File: src/rtl/serial_add_sequencer.sv
// Bit-serial adder sequencer.
// The block accepts two WIDTH-bit operands and a carry-in on a valid/ready
// handshake. It drives one full_adder cell LSB-first, one bit per clock,
// with the carry kept in a register between bits. The assembled {cout, sum}
// is held on an output valid/ready handshake until the consumer takes it.

// Single-bit full adder cell used by the sequencer.
module full_adder (
   input  logic a,
   input  logic b,
   input  logic cin,
   output logic sum,
   output logic cout
);

   assign sum  = a ^ b ^ cin;
   assign cout = (a & b) | (cin & (a ^ b));

endmodule

module serial_add_sequencer #(
   parameter int WIDTH = 8
) (
   input  logic             clk,
   input  logic             rst_n,
   input  logic             in_valid,
   output logic             in_ready,
   input  logic [WIDTH-1:0] op_a,
   input  logic [WIDTH-1:0] op_b,
   input  logic             cin,
   output logic             out_valid,
   input  logic             out_ready,
   output logic [WIDTH-1:0] sum,
   output logic             cout,
   output logic             busy
);

   localparam int CNT_W = $clog2(WIDTH + 1);

   typedef enum logic [1:0] {
      IDLE = 2'd0,
      RUN  = 2'd1,
      DONE = 2'd2
   } state_t;

   state_t           state, state_d;
   logic [WIDTH-1:0] a_sh, a_sh_d;
   logic [WIDTH-1:0] b_sh, b_sh_d;
   logic [WIDTH-1:0] s_sh, s_sh_d;
   logic [WIDTH-1:0] sum_d;
   logic             carry_q, carry_d;
   logic             cout_d;
   logic             in_ready_d;
   logic             out_valid_d;
   logic [CNT_W-1:0] bit_cnt, bit_cnt_d;
   logic             fa_sum, fa_cout;
   logic             last_bit;

   // The adder always sees the current LSBs and the carry from the previous bit.
   full_adder u_fa (
      .a    (a_sh[0]),
      .b    (b_sh[0]),
      .cin  (carry_q),
      .sum  (fa_sum),
      .cout (fa_cout)
   );

   assign last_bit = (bit_cnt == CNT_W'(WIDTH - 1));
   assign busy     = (state != IDLE);

   // Next-state and datapath decode: accept, serial add, then hold the result.
   always_comb begin
      // NOTE: every variable gets a default before the case statement.
      // Without the default, a path that does not assign it would infer a latch.
      state_d     = state;
      a_sh_d      = a_sh;
      b_sh_d      = b_sh;
      s_sh_d      = s_sh;
      carry_d     = carry_q;
      bit_cnt_d   = bit_cnt;
      sum_d       = sum;
      cout_d      = cout;
      in_ready_d  = in_ready;
      out_valid_d = out_valid;

      case (state)
         IDLE: begin
            // in_ready comes up on the first edge spent in IDLE, including after reset.
            in_ready_d = 1'b1;
            if (in_valid && in_ready) begin
               a_sh_d     = op_a;
               b_sh_d     = op_b;
               carry_d    = cin;
               bit_cnt_d  = '0;
               in_ready_d = 1'b0;
               state_d    = RUN;
            end
         end

         RUN: begin
            a_sh_d    = a_sh >> 1;
            b_sh_d    = b_sh >> 1;
            s_sh_d    = {fa_sum, s_sh[WIDTH-1:1]};
            carry_d   = fa_cout;
            bit_cnt_d = bit_cnt + CNT_W'(1);
            if (last_bit) begin
               // s_sh_d now holds all WIDTH sum bits, so it is loaded directly.
               sum_d       = s_sh_d;
               cout_d      = fa_cout;
               out_valid_d = 1'b1;
               state_d     = DONE;
            end
         end

         DONE: begin
            // The result is returned to IDLE first, so no operand is accepted on this edge.
            if (out_ready) begin
               out_valid_d = 1'b0;
               in_ready_d  = 1'b1;
               state_d     = IDLE;
            end
         end

         default: begin
            state_d = IDLE;
         end
      endcase
   end

   // State, datapath and output registers, cleared asynchronously.
   always_ff @(posedge clk or negedge rst_n) begin
      if (!rst_n) begin
         state     <= IDLE;
         a_sh      <= '0;
         b_sh      <= '0;
         s_sh      <= '0;
         carry_q   <= 1'b0;
         bit_cnt   <= '0;
         sum       <= '0;
         cout      <= 1'b0;
         in_ready  <= 1'b0;
         out_valid <= 1'b0;
      end else begin
         // NOTE: non-blocking assignments here. All registers then update
         // together from the values they had before the edge.
         state     <= state_d;
         a_sh      <= a_sh_d;
         b_sh      <= b_sh_d;
         s_sh      <= s_sh_d;
         carry_q   <= carry_d;
         bit_cnt   <= bit_cnt_d;
         sum       <= sum_d;
         cout      <= cout_d;
         in_ready  <= in_ready_d;
         out_valid <= out_valid_d;
      end
   end

endmodule

File: config.mk
export PLATFORM = sky130hd
export DESIGN_NAME = serial_add_sequencer
export DESIGN_NICKNAME = d
export VERILOG_FILES = /design/src/rtl/serial_add_sequencer.sv
export SDC_FILE = /design/constraint.sdc
export NUM_CORES = 1
export LEC_CHECK = 0
export BUFFER_PORTS_ARGS = -buffer_cell sky130_fd_sc_hd__buf_2
export CELL_PAD_IN_SITES_DETAIL_PLACEMENT = 1
export CELL_PAD_IN_SITES_GLOBAL_PLACEMENT = 2
export CORE_MARGIN = 4
export CORE_UTILIZATION = 23
export CTS_CLUSTER_DIAMETER = 60
export DETAILED_ROUTE_END_ITERATION = 7
export PLACE_DENSITY = 0.62
export SYNTH_ARGS = -nofsm -noshare
export SYNTH_HDL_FRONTEND = slang
export SYNTH_SLANG_ARGS = --single-unit
File: constraint.sdc
create_clock -name clk -period 1.9 [get_ports clk]
set_input_delay 0.285 -clock clk [delete_from_list [all_inputs] [get_ports clk]]
set_output_delay 0.285 -clock clk [all_outputs]
set_load 0.05 [all_outputs]
[Word-level counts from Yosys, hierarchy flattened]
Index checks and enable logic that the tools add are counted.
Operators by class
  multiplexer cells: 18
  bitwise operators: 5
  add/sub/neg operators: 1
  equality and inequality tests: 6
  reductions and logical operators: 11
Operators with widths (count)
  one-hot mux 8 bit (2 select lines): 2
  2-to-1 mux 8 bit: 2
  one-hot mux 4 bit (2 select lines): 1
  nonzero test 2 bit: 4
  2-to-1 mux 2 bit: 3
  inequality test 2 bit (second input constant): 3
  one-hot mux 1 bit (2 select lines): 3
  one-hot mux 2 bit (3 select lines): 1
  AND reduction 2 bit: 3
  AND reduction 3 bit: 2
  2-to-1 mux 1 bit: 5
  adder 4 x 1 -> 4 bit (second input constant): 1
  == test 4 x 3 -> 1 bit (second input constant): 1
  2-to-1 mux 4 bit: 1
  AND 1 bit: 2
  == test 2 x 1 -> 1 bit (second input constant): 1
  == test 2 bit (second input constant): 1
  zero test 2 bit: 1
  bitwise XOR 1 bit: 2
  logical AND 1 bit: 1
  OR 1 bit: 1
Word-level totals
  bits of input ports: 21
  register bits: 42

[Logic depth before layout (Yosys ltp)]
Gate-level depths: netlist of run 1.
  depth in word-level cells: 4
  depth in mapped cells: 5
  depth with buffers taken out: 4

[Cells and area by module]
From an unflattened synthesis of run 1, not the netlist that was laid out.
Second synthesis, totals
  cells, all modules: 141
  area total of the unflattened synthesis: 1848.0 um^2
Modules (own cells, without submodules)
  serial_add_sequencer: area each 1828.0 um^2, cells each 140, seq. area each 1026.0 um^2, times used 1
  full_adder: area each 20.0 um^2, cells each 1, seq. area each 0.0 um^2, times used 1

[Worst setup path before layout of run 1]
No wires, ideal clock.
  kind: register to register
  start point: reg in_ready
  end point: reg bit_cnt[2]
  clock period less this slack: 1.671 ns
  buffers on the path: 1
  arrival: 1.545 ns
  library setup time: 0.126 ns
  stages on the path, launching flop included: 5
  required time: 1.774 ns
  setup slack: 0.229 ns
  cells stage by stage: dfrtp_1 > a21oi_2 > or2_1 > buf_2 > a221o_1
Between the ends
  longest elaborated chain between the ends: 3
Ends and longest elaborated chain
  start, declared: line 27  | output logic in_ready,
  start signal, assigned: line 154  | in_ready <= in_ready_d;
  logical AND 1 bit: line 90  | if (in_valid && in_ready) begin
  inequality test 2 bit (no source line)
  AND reduction 2 bit (no source line)
  end signal, assigned: line 151  | bit_cnt <= bit_cnt_d;
  end, declared: line 55  | logic [CNT_W-1:0] bit_cnt, bit_cnt_d;
No other way between the ends.
A chain may end at the register's enable or synchronous reset.

[Worst setup path in the final report of run 1]
  start point: reg state[1]
  end point: out busy
Between the ends
  longest elaborated chain between the ends: 1
Ends and longest elaborated chain
  start, declared: line 46  | state_t state, state_d;
  start signal, assigned: line 146  | state <= state_d;
  nonzero test 2 bit: line 69  | assign busy = (state != IDLE);
  end, declared: line 35  | output logic busy
No other way between the ends.

==> qor.txt, run 1 <==
Clock Tree Buf Depth -> 2
Area Overhead vs Synth -> 23.4%
R2R cell count -> 4
Asr flop ratio synth -> 100%
Worst Setup SP -> state[1]
Crit-path max cell delay -> 0.48 ns
Reg2reg end -> sum[0]
Detail Route Antenna Nets -> 0
Placement row count -> 32
First-pass GRT wire length -> 7050 um
Synth top area cells -> dfrtp_1 57%, mux2i_1 8.3%, o21ai_0 6.1%
Syn avg cell area -> 11.3 um2
Gr usage total -> 10.1%
YS warnings -> 0
CP max FO -> 10
Vias -> 1320
Reg area -> 1030 um2
Total Wirelength -> 4180 um
Clk Latency, worst-skew pair -> 0.30 ns
Post-DP HPWL -> 2950 um
Fill cell count -> 898
Pwr dens -> 1680 nW/um2
Static leakage -> 0.00110 uW
Slowest-stage cell, CP -> dfrtp_1
Post-synth EDFFs -> 0
Port bufs -> 32
Setup crit end -> busy
Starting Density -> 23.4%
Worst-case vdd ir drop -> 0.497 mV
Reg2reg start -> bit_cnt[0]
CTS Buf Count -> 5
Area of the mapped netlist -> 1800 um2
Gr ovfl total -> 0
Unrepaired setup endpoints after global routing -> no
Vias per inst -> 4.39
Largest net degree at the start of global routing -> 24
Syn Nets -> 183
Number of global-route vias before repair -> 1418
Distinct cells, synth -> 33
Post-synth top area share -> 56.9%
Status -> finished, final reports clean
Largest area contributor in the netlist -> dfrtp_1
# H-tree levels -> 2
Clock-pin slew on the worst setup and hold paths -> 0.08 ns
Top_reg_cell synth -> dfrtp_1
Slew Viols, Final -> 0
Core area -> 7690 um2
Die Y-Extent -> 96.5 um
Setup TNS -> 0 ns
CP Cell Sequence -> or2_2 > buf_2
Hold Path Class -> in -> reg
Top post-synthesis cells by count -> 41 x dfrtp_1, 23 x nand2_1, 22 x o21ai_0
Startpoint Class -> flip-flop
Post-route cell area -> 2220 um2
Die width -> 96.5 um
Rel. slew slack -> 69.1%
Period minus WS final -> 1.63 ns
Ant diodes -> 0
Final period util -> 85.7%
Drt drc -> 0
Initial antenna violation count -> 0
Clock sinks -> 41
Root Buffer -> clkbuf_8
Reg2Reg Setup Slack -> 0.33 ns
Top Ports -> 33
Initial DRC count -> 26
Final Wtd Congestion -> 0.710
DIE AREA -> 9310 um2
Fin nets -> 221
Final hold violations -> 0
Synthesized instance count -> 160
Setup Buffers After CTS -> 0
Placed Area -> 2130 um2
WP data required -> 1.62 ns
Worst hold start -> op_b[7]
Clk_skew -> 0.00603 ns
Most frequent cell after synthesis -> dfrtp_1
Worst Setup End Kind -> primary output
Number of synthesized register bits -> 41
Worst-margin pin slew -> 0.464 ns
Critical path type -> reg -> out
Final setup vio count -> 0
CTS tree -> built
Max-Cap Viols -> 0
Worst Path Arrival -> 1.34 ns
TritonRoute pass-1 iters -> 4
Share of layout cells above drive strength 1 -> 31.2%
Footprint of the multi-input gates -> 728 um2
WL/cell -> 13.9 um
Register area share after synthesis -> 56.9%
F_max -> 614 MHz
[placed cells by master (no fill, tap or decap), types with 5 or more instances in the layout]
| master | instances |
|---|---|
| dfrtp_1 | 41 |
| buf_2 | 32 |
| nand2_1 | 23 |
| o21ai_0 | 22 |
| mux2i_1 | 15 |
| o21ai_1 | 11 |
| mux2_2 | 9 |
| clkbuf_8 | 5 |
| buf_4 | 5 |
[how the worst min path moves through the flow]
stage               cells past startpoint      end
floorplan                               0  a_sh[0]
global placement                        1   sum[1]
detailed placement                      1   sum[0]
CTS                                     2  b_sh[7]
global route                            2  b_sh[7]
finish                                  2  b_sh[7]
[registers in the layout, summed over array words and instances, names as in the netlist]
signal     cells
state          2
sum            8
out_valid      1
carry_q        1
bit_cnt        4
a_sh           8
in_ready       1
b_sh           8
cout           1
s_sh           7
[metal layers]
layer  share of wire (%)  wire length, um  track usage (%)  vias to the layer above
met5                   0                0                0                        -
met4                 1.7               72             3.86                        0
met3                 4.8              201             2.87                        7
met2                  45             1890             16.0                       27
met1                  48             2020             13.1                      653
li1                    -                -                -                      633
[kinds of logic after synthesis]
logic type                 count (synthesis)  share of synthesized area [%]
AOI/OAI and AO/OA                         45                           14.7
DFF                                       41                           56.9
and+or+nand+nor                           37                           9.86
muxes                                     24                           14.0
buffers and inverters                     11                           2.78
adders and majority gates                  2                           1.81
[what timing repair did]
action / 4_1_cts / 5_1_grt
setup endpoints to repair: 0 / 0
hold endpoints to repair: 18 / 0
resized for setup: 0 / 0
hold buffers: 1 / 0
[through the flow]
step	setup slack [ns]	hold WS (ns)	utilization [%]	cells	power (uW)
3_5_place_dp	0.318	0.265	27.7	292	3240
5_1_grt	0.196	0.227	28.9	301	4080
3_3_place_gp	0.384	0.273	27.7	292	3210
4_1_cts	0.245	0.207	28.9	301	3820
2_1_floorplan	0.229	-0.0106	-	160	2740
6_report	0.272	0.216	28.9	301	3730
[power by group]
part           total [uW]  switching (uW)  internal (uW)
clock network         569             315            254
logic                1670            1010            652
registers            1500             244           1260
total                3730            1570           2160
[layout make-up]
class | count | share of cell area, %
clock buffers | 5 | 3.10
clock inverters | 3 | 0.788
inverters | 2 | 0.338
multi-input cells | 108 | 32.8
flip-flops and latches | 41 | 46.1
well taps | 102 | 5.74
repair buffers | 40 | 11.1
[worst max-delay path, delay by kind of cell (launching register included)]
| kind | cells | cell delay, ns |
|---|---|---|
| flops | 1 | 0.48 |
| simple gates | 1 | 0.34 |
| buf+inv | 1 | 0.22 |
Note: power is estimated with default switching activity, not from simulation.
==> run 2, diff against run 1 <==
- PLACE_DENSITY: 0.62 -> 0.6
- SYNTH_HIERARCHICAL: not set -> 1
==> qor.txt, run 2 <==
Setup TNS -> 0 ns (unchanged)
Commonest non-fill, non-tap cell in the layout -> dfrtp_1
Core area -> 7770 um2 (+1.0%)
TritonRoute pass-1 iters -> 3 (-1)
Cells after DPL -> 273 (-6.5%)
Power Total -> 4150 uW (+11%)
Worst Setup End Kind -> primary output
Static leakage -> 0.00107 uW (-3.0%)
Largest area contributor in the netlist -> dfrtp_1
Vias per inst -> 4.30 (-2.1%)
Most frequent cell after synthesis -> dfrtp_1
Fill cell count -> 869 (-3.2%)
YS warnings -> 6 (+6)
Startpoint Class -> flip-flop
Initial DRC count -> 12 (-54%)
Fin nets -> 201 (-9.0%)
WL/cell -> 14.2 um (+2.2%)
Hold Path Class -> in -> async
F_max -> 583 MHz (-5.1%)
Synthesized instance count -> 141 (-12%)
Top Registers -> a_sh (8), b_sh (8), sum (8)
Worst-case vdd ir drop -> 0.464 mV (-6.7%)
Slew Viols, Final -> 0 (unchanged)
CP max FO -> 13 (+3)
Post-DP HPWL -> 2730 um (-7.5%)
Detail Route Antenna Nets -> 0 (unchanged)
First-pass GRT wire length -> 6780 um (-3.8%)
Rel. slew slack -> 64.0% (-5.0 points)
Syn Nets -> 164 (-10%)
Syn avg cell area -> 13.1 um2 (+16%)
Clock Tree Buf Depth -> 2 (unchanged)
Synth top area cells -> dfrtp_1 56%, mux2i_1 7.6%, mux2_4 7.3%
Resize count post-CTS -> 0 (unchanged)
Worst-margin pin slew -> 0.540 ns (+0.0757 ns)
Post-synth top area share -> 55.5% (-1.4 points)
Port bufs -> 32 (unchanged)
Starting Density -> 23.8% (+0.35 points)
Number of synthesized register bits -> 41 (unchanged)
Share of layout cells above drive strength 1 -> 39.7% (+8.5 points)
Die width -> 97.6 um (+1.2%)
Gr usage total -> 8.89% (-1.2 points)
Ant diodes -> 0 (unchanged)
Clk_skew -> 0.00492 ns (-0.00112 ns)
WP data required -> 1.62 ns (about the same)
CTS tree -> built
R2R cell count -> 3 (-1)
Unrepaired setup endpoints after global routing -> no
Final Wtd Congestion -> 0.663 (-6.5%)
Register area share after synthesis -> 55.5% (-1.4 points)
Drt drc -> 0 (unchanged)
Total Wirelength -> 3990 um (-4.5%)
Clk Latency, worst-skew pair -> 0.29 ns (about the same)
Root Buffer -> clkbuf_8
Asr flop ratio synth -> 100% (unchanged)
Distinct cells, synth -> 29 (-12%)
Die Y-Extent -> 97.6 um (+1.2%)
Pwr dens -> 1850 nW/um2 (+10%)
Worst Path Arrival -> 1.43 ns (+0.09 ns)
Gr ovfl total -> 0 (unchanged)
Final hold violations -> 0 (unchanged)
Initial antenna violation count -> 0 (unchanged)
Area of the mapped netlist -> 1850 um2 (+2.6%)
Status -> finished, final reports clean
CTS Buf Count -> 5 (unchanged)
Area Overhead vs Synth -> 21.5%
Most frequent cells in the layout -> 41 x dfrtp_1, 32 x buf_2, 14 x mux2i_1, 14 x o21ai_0, 14 x o21ai_1
Number of global-route vias before repair -> 1342 (-5.4%)
Clock sinks -> 41 (unchanged)
# H-tree levels -> 2 (unchanged)
DIE AREA -> 9530 um2 (+2.4%)
Top Ports -> 33 (unchanged)
Vias -> 1207 (-8.6%)
Cts hold-fix bufs -> 0 (-1)
Period minus WS final -> 1.72 ns (+0.0875 ns)
Clock-pin slew on the worst setup and hold paths -> 0.08 ns (about the same)
Top post-synthesis cells by count -> 41 x dfrtp_1, 14 x mux2i_1, 14 x o21ai_0, 14 x o21ai_1
Largest net degree at the start of global routing -> 42 (+75%)
Final hold slack -> 0.0548 ns (-0.161 ns)
Setup Buffers After CTS -> 0 (unchanged)
Max-Cap Viols -> 0 (unchanged)
Final period util -> 90.3% (+4.6 points)
Final setup vio count -> 0 (unchanged)
Critical path type -> reg -> out
Top_reg_cell synth -> dfrtp_1
Post-synth EDFFs -> 0 (unchanged)
Placement row count -> 32 (unchanged)
Finished Layout Cells -> 281 (-6.6%)
-- run 2: cell count changes after synthesis, moves of 2 or more --
cell	delta
buf_2	-4
mux2_4	+9
nor2_1	+2
buf_6	+5
o21ai_1	+3
a22o_1	+2
o21ai_0	-8
nand2_1	-21
-- run 2: kinds of logic after synthesis --
kind of cell / share of synthesized area [%]
simple gates: 4.88
flops: 55.5
fa+ha+maj: 1.76
compound gates: 12.7
buf+inv: 4.26
mux: 20.4
xor+xnor: 0.474
-- run 2: layer usage --
layer	routed length, um	global-route usage [%]	part of all wire, %	vias to the layer above
li1	-	-	-	579
met1	1960	12.2	49	599
met2	1810	13.0	45	27
met3	214	3.95	5.4	2
met4	4	1.60	0.10	0
met5	0	0	0	-
-- run 2: final timing paths --
path	from	slack, ns	end
setup reg to reg	state[1]	0.31	sum[6]
min in group clk	op_b[7]	0.20	b_sh[7]
hold / removal	rst_n	0.05	sum[3]
setup / recovery	state[1]	0.18	busy
max in group asynchronous	rst_n	1.47	a_sh[6]
hold reg to reg	s_sh[1]	0.51	sum[0]
-- run 2: area by class of cell --
| cell class | count | area, um2 | area share [%] |
|---|---|---|---|
| flip-flops and latches | 41 | 1030 | 45.7 |
| multi-input cells | 89 | 743 | 33.1 |
| repair buffers | 39 | 225 | 10.0 |
| well taps | 102 | 128 | 5.68 |
| clock buffers | 7 | 86.3 | 3.84 |
| clock inverters | 1 | 30.0 | 1.34 |
| inverters | 2 | 7.51 | 0.334 |
-- run 2: power by group --
| part | switching [uW] | internal [uW] | total, uW |
|---|---|---|---|
| Sequential | 277 | 1280 | 1560 |
| Clock | 308 | 429 | 737 |
| Combinational | 1050 | 811 | 1860 |
| Total | 1630 | 2520 | 4150 |
-- run 2: worst max-delay path, cell delays in order, from the launching register on --
cell and delay [ns]:
dfrtp_1 0.54, or2_2 0.37, buf_2 0.22
-- run 2: per-stage QoR --
step | setup WS [ns] | util [%] | cell area [um2]
2_1_floorplan | 0.261 | - | 1850
3_3_place_gp | 0.311 | 27.4 | 2130
3_5_place_dp | 0.303 | 27.4 | 2130
4_1_cts | 0.168 | 28.9 | 2250
5_1_grt | 0.119 | 28.9 | 2250
6_report | 0.184 | 28.9 | 2250
==> run 3, diff against run 2 <==
==> constraint.sdc (replaced) <==
create_clock -name clk -period 2 [get_ports clk]
set_input_delay 0.3 -clock clk [delete_from_list [all_inputs] [get_ports clk]]
set_output_delay 0.3 -clock clk [all_outputs]
set_load 0.005 [all_outputs]
==> qor.txt, run 3 (synthesized netlist as in run 2, its figures left out) <==
Top Registers -> a_sh (8), b_sh (8), sum (8)
WP data required -> 1.70 ns (+0.08 ns)
Gr ovfl total -> 0 (unchanged)
Worst-case vdd ir drop -> 0.447 mV (-3.6%)
Most frequent cells in the layout -> 41 x dfrtp_1, 32 x buf_2, 14 x mux2i_1, 14 x o21ai_0, 14 x o21ai_1
Period minus WS final -> 1.71 ns
Ant diodes -> 0 (unchanged)
Clock-pin slew on the worst setup and hold paths -> 0.08 ns (about the same)
Commonest non-fill, non-tap cell in the layout -> dfrtp_1
Reg2reg end -> sum[6]
Detail Route Antenna Nets -> 0 (unchanged)
Clock power share -> 16.2% (-1.5 points)
Port bufs -> 32 (unchanged)
Final period util -> 85.4%
Root Buffer -> clkbuf_8
Worst Setup End Kind -> primary output
Static leakage -> 0.00106 uW (-1.0%)
CTS Buf Count -> 5 (unchanged)
Total Wirelength -> 3930 um (-1.6%)
Clock Tree Buf Depth -> 2 (unchanged)
Hold Path Class -> in -> reg
Final hold violations -> 0 (unchanged)
R2R cell count -> 3 (unchanged)
# H-tree levels -> 2 (unchanged)
Worst Path Arrival -> 1.41 ns (-0.02 ns)
Status -> finished, final reports clean
Endpoint of the worst hold path -> a_sh[7]
P_sw -> 1160 uW (-29%)
F_max -> 586 MHz
Initial antenna violation count -> 0 (unchanged)
Largest net degree at the start of global routing -> 23 (-45%)
TritonRoute pass-1 iters -> 4 (+1)
Fill cell count -> 895 (+3.0%)
Initial DRC count -> 31 (+19)
Number of global-route vias before repair -> 1350 (+0.60%)
Top Ports -> 33 (unchanged)
Core area -> 7770 um2 (unchanged)
Post-DP HPWL -> 2950 um (+8.2%)
Slew Viols, Final -> 0 (unchanged)
Post-route setup slack -> 0.292 ns (+0.108 ns)
Worst-margin pin slew -> 0.536 ns (-0.00426 ns)
Critical path type -> reg -> out
Unrepaired setup endpoints after global routing -> no
First-pass GRT wire length -> 6690 um (-1.3%)
Reg2reg start -> state[1]
CTS tree -> built
CP max FO -> 15 (+2)
Area Overhead vs Synth -> 21.1%
DIE AREA -> 9530 um2 (unchanged)
Sw Share -> 34.3% (-5.0 points)
Final Wtd Congestion -> 0.663 (about the same)
Die width -> 97.6 um (unchanged)
Worst hold path depth -> 2
Cells after DPL -> 274 (+0.37%)
Sequential power share -> 43.7% (+6.2 points)
Die Y-Extent -> 97.6 um (unchanged)
Pre-CTS setup slack -> 0.402 ns (+0.0986 ns)
Pwr dens -> 1520 nW/um2 (-18%)
Int Power -> 2230 uW (-11%)
Fin nets -> 203 (+1.0%)
Starting Density -> 23.8% (unchanged)
Startpoint Class -> flip-flop
Clk Latency, worst-skew pair -> 0.29 ns (about the same)
Vias per inst -> 4.34 (+0.94%)
Drt drc -> 0 (unchanged)
Comb pwr share -> 40.2% (-4.5 points)
Rel. slew slack -> 64.3% (+0.28 points)
Clk_skew -> 0.00374 ns (-0.00118 ns)
Placed Area -> 2140 um2 (+0.35%)
WL/cell -> 13.9 um (-2.3%)
Reg2Reg Setup Slack -> 0.38 ns (+0.07 ns)
Resize count post-CTS -> 0 (unchanged)
Finished Layout Cells -> 283 (+0.71%)
Vias -> 1227 (+1.7%)
Post-route cell area -> 2240 um2 (-0.33%)
Worst hold start -> op_a[7]
Clock sinks -> 41 (unchanged)
Placement row count -> 32 (unchanged)
Gr usage total -> 8.66% (-0.23 points)
Max-Cap Viols -> 0 (unchanged)
Share of layout cells above drive strength 1 -> 40.3% (+0.67 points)
Final hold slack -> 0.227 ns (+0.172 ns)
Setup TNS -> 0 ns (unchanged)
Final setup vio count -> 0 (unchanged)
[run 3: changes by cell type in the layout (fill, tap and decap cells not counted), sizes merged]
cell / delta
buf: +1
bufinv: -1
clkbuf: -2
clkinvlp: +3
dlygate4sd3: +1
[run 3: metal layers]
layer / global-route usage [%] / part of all wire (%) / vias to the layer above
met1: 10.9 / 47 / 617
met3: 2.66 / 4.2 / 4
li1: - / - / 580
met2: 14.6 / 48 / 26
met4: 1.92 / 1.0 / 0
met5: 0 / 0 / -
[run 3: critical path, stage by stage, from the launching register on]
cell and delay, ns:
dfrtp_1 0.58, or2_2 0.40, buf_2 0.14
[run 3: cell type report]
type | instances | area (um2) | area share [%]
Clock buffer | 5 | 68.8 | 3.07
Clock inverter | 3 | 22.5 | 1.01
Inverter | 2 | 7.51 | 0.335
Multi-Input combinational cell | 89 | 743 | 33.2
Sequential cell | 41 | 1030 | 45.8
Tap cell | 102 | 128 | 5.70
Timing Repair Buffer | 41 | 243 | 10.8
[run 3: worst max-delay path by stage]
stage,startpoint,end,slack [ns],cells after the start
after global routing,state[1],busy,0.21,2
after floorplan,bit_cnt[0],cout,0.59,5
after CTS,state[1],busy,0.29,2
final,state[1],busy,0.29,2
after global placement,state[1],sum[6],0.42,3
after detailed placement,state[1],sum[6],0.40,3
[run 3: per-stage QoR]
step | power, uW | util [%]
final | 3400 | 28.8
after global routing | 3690 | 28.8
after CTS | 3480 | 28.8
after detailed placement | 2920 | 27.5
after global placement | 2890 | 27.5
after floorplan | 2510 | -
[run 3: timing repair]
action                                 4_1_cts  5_1_grt
setup buffers                                0        0
hold buffers                                 1        0
endpoints found under the hold margin       19        0
[run 3: power groups by stage]
stage,Combinational [uW],Clock [uW],Sequential [uW]
3_5_place_dp,1400,0,1510
3_3_place_gp,1380,0,1500
5_1_grt,1540,602,1550
4_1_cts,1410,578,1500
2_1_floorplan,1080,0,1430
6_report,1360,549,1480
